==> config.mk <==
export PLATFORM = sky130hd
export DESIGN_NAME = pixel_clip_queue
export DESIGN_NICKNAME = d
export VERILOG_FILES = /design/src/rtl/vga_pkg.sv /design/src/rtl/pixel_fifo.sv /design/src/rtl/pixel_clip_queue.sv
export SDC_FILE = /design/constraint.sdc
export NUM_CORES = 1
export LEC_CHECK = 0
export ABC_AREA = 1
export BUFFER_PORTS_ARGS = -buffer_cell sky130_fd_sc_hd__buf_4
export CORE_UTILIZATION = 35
export DETAILED_ROUTE_END_ITERATION = 8
export PLACE_DENSITY = 0.54
export SKIP_CTS_REPAIR_TIMING = 1
export SLEW_MARGIN = 20
export SYNTH_ARGS = -nofsm -noshare
export SYNTH_HDL_FRONTEND = slang
export SYNTH_SLANG_ARGS = --single-unit
==> constraint.sdc <==
create_clock -name clk -period 4.29 [get_ports clk]
set_input_delay 0.6435 -clock clk [delete_from_list [all_inputs] [get_ports clk]]
set_output_delay 0.6435 -clock clk [all_outputs]
set_load 0.005 [all_outputs]
==> src/rtl/vga_pkg.sv <==
// Shared screen geometry and the packed pixel record stored by the clip queue.
package vga_pkg;

    localparam int SCREEN_W = 160;
    localparam int SCREEN_H = 120;
    localparam int X_W      = 8;
    localparam int Y_W      = 7;
    localparam int COLOUR_W = 3;

    typedef struct packed {
        logic [X_W-1:0]      x;
        logic [Y_W-1:0]      y;
        logic [COLOUR_W-1:0] colour;
    } pixel_t;

endpackage

==> src/rtl/pixel_fifo.sv <==
// Circular pixel buffer: DEPTH entries (power of 2), wrapping pointers, occupancy count.
module pixel_fifo
    import vga_pkg::*;
#(
    parameter int unsigned DEPTH = 4
) (
    input  logic   clk,
    input  logic   rst_n,
    input  logic   i_push,
    input  pixel_t i_din,
    input  logic   i_pop,
    output pixel_t o_dout,
    output logic   o_full,
    output logic   o_empty
);

    localparam int unsigned PW = $clog2(DEPTH);
    localparam int unsigned CW = PW + 1;
    localparam logic [CW-1:0] FULL_CNT = CW'(DEPTH);

    pixel_t          r_mem [DEPTH];
    logic [PW-1:0]   r_wr_ptr;
    logic [PW-1:0]   r_rd_ptr;
    logic [CW-1:0]   r_count;
    logic            w_push;
    logic            w_pop;

    assign o_full  = (r_count == FULL_CNT);
    assign o_empty = (r_count == '0);
    assign w_push  = i_push && !o_full;
    assign w_pop   = i_pop && !o_empty;
    assign o_dout  = r_mem[r_rd_ptr];

    always_ff @(posedge clk) begin
        if (w_push) begin
            r_mem[r_wr_ptr] <= i_din;
        end
    end

    always_ff @(posedge clk or negedge rst_n) begin
        if (!rst_n) begin
            r_wr_ptr <= '0;
            r_rd_ptr <= '0;
            r_count  <= '0;
        end else begin
            if (w_push) begin
                r_wr_ptr <= r_wr_ptr + 1'b1;
            end
            if (w_pop) begin
                r_rd_ptr <= r_rd_ptr + 1'b1;
            end
            if (w_push && !w_pop) begin
                r_count <= r_count + 1'b1;
            end else if (w_pop && !w_push) begin
                r_count <= r_count - 1'b1;
            end
        end
    end

endmodule

==> src/rtl/pixel_clip_queue.sv <==
// Clips signed pixel requests to the visible screen, queues on-screen ones, plots one per cycle.
// Optional PIXEL_STATS_EN adds saturating plotted/clipped pixel counters.
module pixel_clip_queue #(
    parameter int unsigned DEPTH    = 4,
    parameter int          SCREEN_W = vga_pkg::SCREEN_W,
    parameter int          SCREEN_H = vga_pkg::SCREEN_H
) (
    input  logic        clk,
    input  logic        rst_n,
    input  logic        in_valid,
    output logic        in_ready,
    input  logic [8:0]  in_x,
    input  logic [7:0]  in_y,
    input  logic [2:0]  in_colour,
    input  logic        out_ready,
    output logic [7:0]  out_x,
    output logic [6:0]  out_y,
    output logic [2:0]  out_colour,
    output logic        out_plot,
`ifdef PIXEL_STATS_EN
    output logic [15:0] plotted_cnt,
    output logic [15:0] clipped_cnt,
`endif
    output logic        empty
);

    import vga_pkg::*;

    logic   w_accept;
    logic   w_on_screen;
    logic   w_push;
    logic   w_pop;
    logic   w_full;
    logic   w_fifo_empty;
    pixel_t w_din;
    pixel_t w_head;
    pixel_t r_out;
    logic   r_plot;

    // Sign bit clear means the zero-extended value equals the signed one, so the
    // upper-bound compare runs on the full width without truncation.
    assign w_on_screen = !in_x[8] && (int'(in_x) < SCREEN_W) &&
                         !in_y[7] && (int'(in_y) < SCREEN_H);

    assign in_ready = !w_full;
    assign w_accept = in_valid && in_ready;
    assign w_push   = w_accept && w_on_screen;
    assign w_pop    = !w_fifo_empty && out_ready;
    assign w_din    = '{x: in_x[7:0], y: in_y[6:0], colour: in_colour};

    pixel_fifo #(.DEPTH(DEPTH)) u_fifo (
        .clk     (clk),
        .rst_n   (rst_n),
        .i_push  (w_push),
        .i_din   (w_din),
        .i_pop   (w_pop),
        .o_dout  (w_head),
        .o_full  (w_full),
        .o_empty (w_fifo_empty)
    );

    always_ff @(posedge clk or negedge rst_n) begin
        if (!rst_n) begin
            r_out  <= '0;
            r_plot <= 1'b0;
        end else begin
            r_plot <= w_pop;
            if (w_pop) begin
                r_out <= w_head;
            end
        end
    end

    assign out_x      = r_out.x;
    assign out_y      = r_out.y;
    assign out_colour = r_out.colour;
    assign out_plot   = r_plot;
    assign empty      = w_fifo_empty && !r_plot;

`ifdef PIXEL_STATS_EN
    logic [15:0] r_plotted_cnt;
    logic [15:0] r_clipped_cnt;

    always_ff @(posedge clk or negedge rst_n) begin
        if (!rst_n) begin
            r_plotted_cnt <= '0;
            r_clipped_cnt <= '0;
        end else begin
            if (w_pop && (r_plotted_cnt != '1)) begin
                r_plotted_cnt <= r_plotted_cnt + 1'b1;
            end
            if (w_accept && !w_on_screen && (r_clipped_cnt != '1)) begin
                r_clipped_cnt <= r_clipped_cnt + 1'b1;
            end
        end
    end

    assign plotted_cnt = r_plotted_cnt;
    assign clipped_cnt = r_clipped_cnt;
`endif

endmodule
# After elaboration in Yosys (flattened, before gate mapping)
# Memories as Yosys holds them, arrays and structs flattened. A register that Yosys moved wholly into a read port is not among the register bits.
# Index checks and enable logic that the tools add are counted.
op_classes:
  addsub: 4
  magnitude_cmp: 2
  n_eq_ne: 1
  muxes: 4
  n_reduce_logical: 21
ops:
  columns: ["op", "n"]
  rows:
  - ["$logic_and A1 B1 Y1", 11]
  - ["$lt A9 B8 Y1 const B", 1]
  - ["$logic_not A1 Y1", 8]
  - ["$lt A8 B7 Y1 const B", 1]
  - ["$mux W3", 2]
  - ["$add A2 B1 Y2 const B", 2]
  - ["$add A3 B1 Y3 const B", 1]
  - ["$eq A3 B3 Y1 const B", 1]
  - ["$logic_not A3 Y1", 1]
  - ["$sub A3 B1 Y3 const B", 1]
  - ["$mux W1", 2]
  - ["$reduce_bool A2 Y1", 1]
word_totals:
  reg_bits: 8
  mem_bits_rw: 72
  in_bits: 24
  elab_cells: 37
  mem_count: 1
mem_list:
  columns: ["memory", "depth", "word_bits", "rd", "rd_clocked_by_memory_dff", "write_ports", "line", "text"]
  rows:
  - ["u_fifo.r_mem", 4, 18, 1, 1, 1, "pixel_fifo.sv:21", "pixel_t r_mem [DEPTH];"]

# Logic depth before layout (Yosys ltp)
depth:
  ltp_word: 10
  depth_mapped: 13

# Modules after synthesis
# A second synthesis with hierarchy kept.
hier_totals:
  cells_unflattened: 362
  hier_area_um2: 4111.4
by_module_without_submodules:
  columns: ["module", "n_inst", "cells_per_inst", "area_per_inst_um2", "seq_area_each_um2"]
  rows:
  - ["pixel_fifo", 1, 271, 3337.0, 2337.2]
  - ["pixel_clip_queue", 1, 91, 774.5, 475.5]

# Least setup slack after synthesis
# No wires, ideal clock.
synth_path:
  kind: "input port to flip-flop"
  start: "in in_x[8]"
  end: "mem u_fifo.r_mem[0][0] (netlist bit) (enable)"
  setup_time_ps: 393
  t_arrival_ps: 1885
  path_slack_ps: 2012
  path_stages: 5
  n_path_buf: 0
  path_cell_list: "nor2_1 -> nand2_1 -> nor2_1 -> nand2_1 -> nor2_1"
synth_via:
  elab_chain_cells: 8
synth_lines:
  columns: ["element", "line", "text"]
  rows:
  - ["from (decl)", "pixel_clip_queue.sv:12", "input logic [8:0] in_x,"]
  - ["$lt A9 B8 Y1 or $logic_not A1 Y1 (tied branches)", "pixel_clip_queue.sv:42", "assign w_on_screen = !in_x[8] && (int'(in_x) < SCREEN_W) &&"]
  - ["$logic_and A1 B1 Y1 (*) (2 in series)", "pixel_clip_queue.sv:42", null]
  - ["$logic_and A1 B1 Y1 (*)", "pixel_clip_queue.sv:43", "!in_y[7] && (int'(in_y) < SCREEN_H);"]
  - ["$logic_and A1 B1 Y1 (*)", "pixel_clip_queue.sv:47", "assign w_push = w_accept && w_on_screen;"]
  - ["$logic_and A1 B1 Y1 (*)", "pixel_fifo.sv:30", "assign w_push = i_push && !o_full;"]
  - ["$mux W1 (*)", "pixel_fifo.sv:35", "if (w_push) begin"]
  - ["$mux W1 (implied by the code) (*)", "pixel_fifo.sv:36", "r_mem[r_wr_ptr] <= i_din;"]
  - ["to (decl)", "pixel_fifo.sv:21", null]
# Every way passes the cells marked *; elsewhere a longest branch is shown, timed or not.

# Worst setup path in the final report
layout_path:
  start: "in in_x[5]"
  end: "reg u_fifo.r_count[2]"
layout_via:
  elab_chain_cells: 9
layout_lines:
  columns: ["element", "line", "text"]
  rows:
  - ["$lt A9 B8 Y1 (*)", "pixel_clip_queue.sv:42", null]
  - ["$logic_and A1 B1 Y1 (*) (2 in series)", "pixel_clip_queue.sv:42", null]
  - ["$logic_and A1 B1 Y1 (*)", "pixel_clip_queue.sv:43", null]
  - ["$logic_and A1 B1 Y1 (*)", "pixel_clip_queue.sv:47", null]
  - ["$logic_and A1 B1 Y1 (*)", "pixel_fifo.sv:30", null]
  - ["net u_fifo.w_push", "pixel_fifo.sv:25", "logic w_push;"]
  - ["$logic_not A1 Y1", "pixel_fifo.sv:54", "end else if (w_pop && !w_push) begin"]
  - ["$logic_and A1 B1 Y1", "pixel_fifo.sv:54", null]
  - ["$reduce_bool A2 Y1 (no line)", null, null]
  - ["to (signal assigned)", "pixel_fifo.sv:53", "r_count <= r_count + 1'b1;"]
  - ["to (signal assigned)", "pixel_fifo.sv:55", "r_count <= r_count - 1'b1;"]
  - ["to (decl)", "pixel_fifo.sv:24", "logic [CW-1:0] r_count;"]
# The timed path passes the listed nets; every way through them passes the cells marked *.
# A chain may end at the register's enable or synchronous reset.

==> reports/metrics.yaml <==
placed_design:
  portBuffers: 44
  pre_cts_ws_ns: 1.80
  gp_congestion: 0.733
  place_hpwl_um: 5100
synthesis:
  ys_warn_count: 0
  ys_seq_area_share_pct: 69.0
  syn_avg_cell_area_um2: 10.5
  synth_area_leader_cell: "edfxtp_1"
  postSynthCellCount: 389
  yosysMostFrequentCell: "nand2_1"
  synth.distinct_cells: 16
  ys.flop_type: "edfxtp_1"
  netlist.area_leader.share_pct: 53.0
  synth_edf_count: 72
  synthArstFlopShare_pct: 26.5
  syn_nets: 419
  ys_top_cells_by_area: "edfxtp_1 (53%), nand2_1 (20%), dfrtp_1 (16%), buf_6 (1.9%), ha_1 (1.5%)"
  synth-seq-cells: 98
  yosys-top-cells-count: "nand2_1 (222), edfxtp_1 (72), dfrtp_1 (26), inv_1 (16), nor2_1 (12)"
  synth_area_um2: 4080
pwr:
  power_density_nw_per_um2: 621
  power.total_mw: 3.00
  p_int_mw: 2.00
  max-vdd-ir-drop_mv: 0.212
  pwr-share-seq_pct: 42.0
  switching_share_pct: 33.3
  p_comb_share_pct: 29.2
  p_clk_share_pct: 28.9
  cellLeakagePower_nw: 2.20
  p_switching_mw: 1.00
sta:
  setup_slack_ns: 2.16
  drv_slew: 0
  slew_headroom_pct: 46.6
  max_clock_freq_mhz: 470
  rsz0062_at_grt: "no"
  tightest_slew_ns: 0.802
  setup_viol: 0
  final-hold-violation-count: 0
  final.period_utilization_pct: 49.6
  min_period_ns: 2.13
  fin_worst_skew_ns: 0.00802
  tns_ns: 0
worst_setup_path:
  worst_r2r_path_depth: 12
  r2r_end: "u_fifo.r_count[2]$_DFFE_PN0P_"
  crit_fanout: 7
  worst_ep_required_time_ns: 4.52
  cp-end-kind: "flop"
  rr_startpoint: "u_fifo.r_count[0]$_DFFE_PN0P_"
  worstPathCellList: "buf_4 > nor2_1 > nor2_1 > nor2_1 > nand2_1 > inv_1 > ha_1 > inv_1 > fa_1 > nand2_1 > nand3_1 > xor2_1"
  crit_top_cell: "nor2_1"
  critPathKind: "in -> reg"
  reg2reg_slack_ns: 2.18
  crit_family: "simple AND/OR/NAND/NOR gates"
  cp_slowest_cell: "fa_1"
  critical_path_arrival_ns: 2.36
  cp_num_buf_inv: 3
  slowest_delay_ns: 0.38
  crit_path_start_kind: "primary input"
global_route:
  grt.overflow.total: 0
  track_usage_pct: 14.8
  antenna_found_initial: 0
  grt_start_max_net_pins: 39
  grt_pass1_wl_um: 12800
  first_global_vias: 2425
floorplanning:
  io_pins: 45
  die-area_um2: 12100
  dieWidth_um: 110
  initial_core_util_pct: 35.9
  core.rowCount: 39
  die_h_um: 110
  core_area_um2: 11400
cts:
  cts_buffers: 9
  ctsLongestPathBuffers: 2
  tritoncts_num_sinks: 98
  root_buffer: "clkbuf_16"
  h-tree-depth: 3
  insertion_delay_ns: 0.34
  tritoncts: "built"
  clkSlewWorstSetupHoldPaths_ns: 0.07
layout:
  area_delta_synth_final_pct: 18.5
  antenna_cells: 0
  final_nets: 465
  drive_gt1_share_pct: 17.3
routing:
  drc: 0
  drt-wirelength-per-cell_um: 13.8
  drt-total-wl_um: 8050
  vias: 2597
  dr.pass1.iters: 5
  first_iter_violations: 154
  vias_per_cell: 4.45
  final_antenna_net_count: 0
status:
  status: "finished clean"
worst_hold_path:
  hp-class: "in -> async"
run:
  cap_violations: 0
==> flip-flops by register name, summed over array words and instances, names as in the netlist <==
name and count:
out_y 7, out_plot 1, u_fifo.r_rd_ptr 2, u_fifo.r_mem 72, out_x 8, u_fifo.r_count 3, u_fifo.r_wr_ptr 2, out_colour 3
==> cells in the final DEF, fill, tap and decap left out, types with 5 or more instances in the layout <==
cell,count
nand2_2,8
ha_1,5
nor2_1,12
buf_4,50
dfrtp_1,26
nand2_1,222
clkbuf_16,9
inv_1,16
nand3_1,5
edfxtp_1,72
==> power by group through the flow <==
stage,Clock [mW],Combinational (mW),Sequential [mW]
5_1_grt,0.921,1.02,1.28
3_3_place_gp,0,0.877,1.28
3_5_place_dp,0,0.888,1.28
2_1_floorplan,0,0.637,1.25
4_1_cts,0.888,0.893,1.26
6_report,0.866,0.876,1.26
==> final cells by class <==
type / count / area [um2]
fill: 1101 / 6540
sequential: 98 / 2810
multi-input combinational: 258 / 1070
timing repair buffer: 50 / 375
clock buffer: 9 / 225
tap: 143 / 179
clock inverter: 7 / 101
inverter: 18 / 67.6
==> how the worst max path moves through the flow <==
| stage | slack, ns | start | cells after the start | to |
|---|---|---|---|---|
| 2_1_floorplan | 2.01 | in_x[8] | 5 | u_fifo.r_mem[0][0]$_DFFE_PP_ |
| 3_3_place_gp | 1.83 | in_x[5] | 12 | u_fifo.r_count[2]$_DFFE_PN0P_ |
| 3_5_place_dp | 1.80 | in_x[5] | 12 | u_fifo.r_count[2]$_DFFE_PN0P_ |
| 4_1_cts | 2.16 | u_fifo.r_count[0]$_DFFE_PN0P_ | 11 | u_fifo.r_count[1]$_DFFE_PN0P_ |
| 5_1_grt | 1.96 | u_fifo.r_count[0]$_DFFE_PN0P_ | 11 | u_fifo.r_count[1]$_DFFE_PN0P_ |
| 6_report | 2.16 | in_x[5] | 12 | u_fifo.r_count[2]$_DFFE_PN0P_ |
==> cells by family after synthesis <==
family,share of synthesized area (%)
buffers and inverters,4.75
adders and majority gates,2.02
DFF,69.0
AOI/OAI and AO/OA,0.245
xor gates and xnor gates,0.644
and+or+nand+nor,23.4
==> layer usage <==
metal | track usage, % | up-vias | share of wire, %
met1 | 20.6 | 1205 | 48
met4 | 5.81 | 0 | 0.92
met2 | 22.5 | 66 | 46
li1 | - | 1320 | -
met5 | 0 | - | 0
met3 | 3.38 | 6 | 4.7
==> metrics by stage <==
step                hold WS (ns)  util (%)  cells  cell area, um2
floorplan                  0.348         -    389            4080
global placement           0.469      39.6    567            4510
detailed placement         0.469      39.6    567            4510
CTS                        0.210      42.5    583            4830
global route               0.228      42.5    583            4830
finish                     0.206      42.5    583            4830
(Power assumes the default switching activity.)
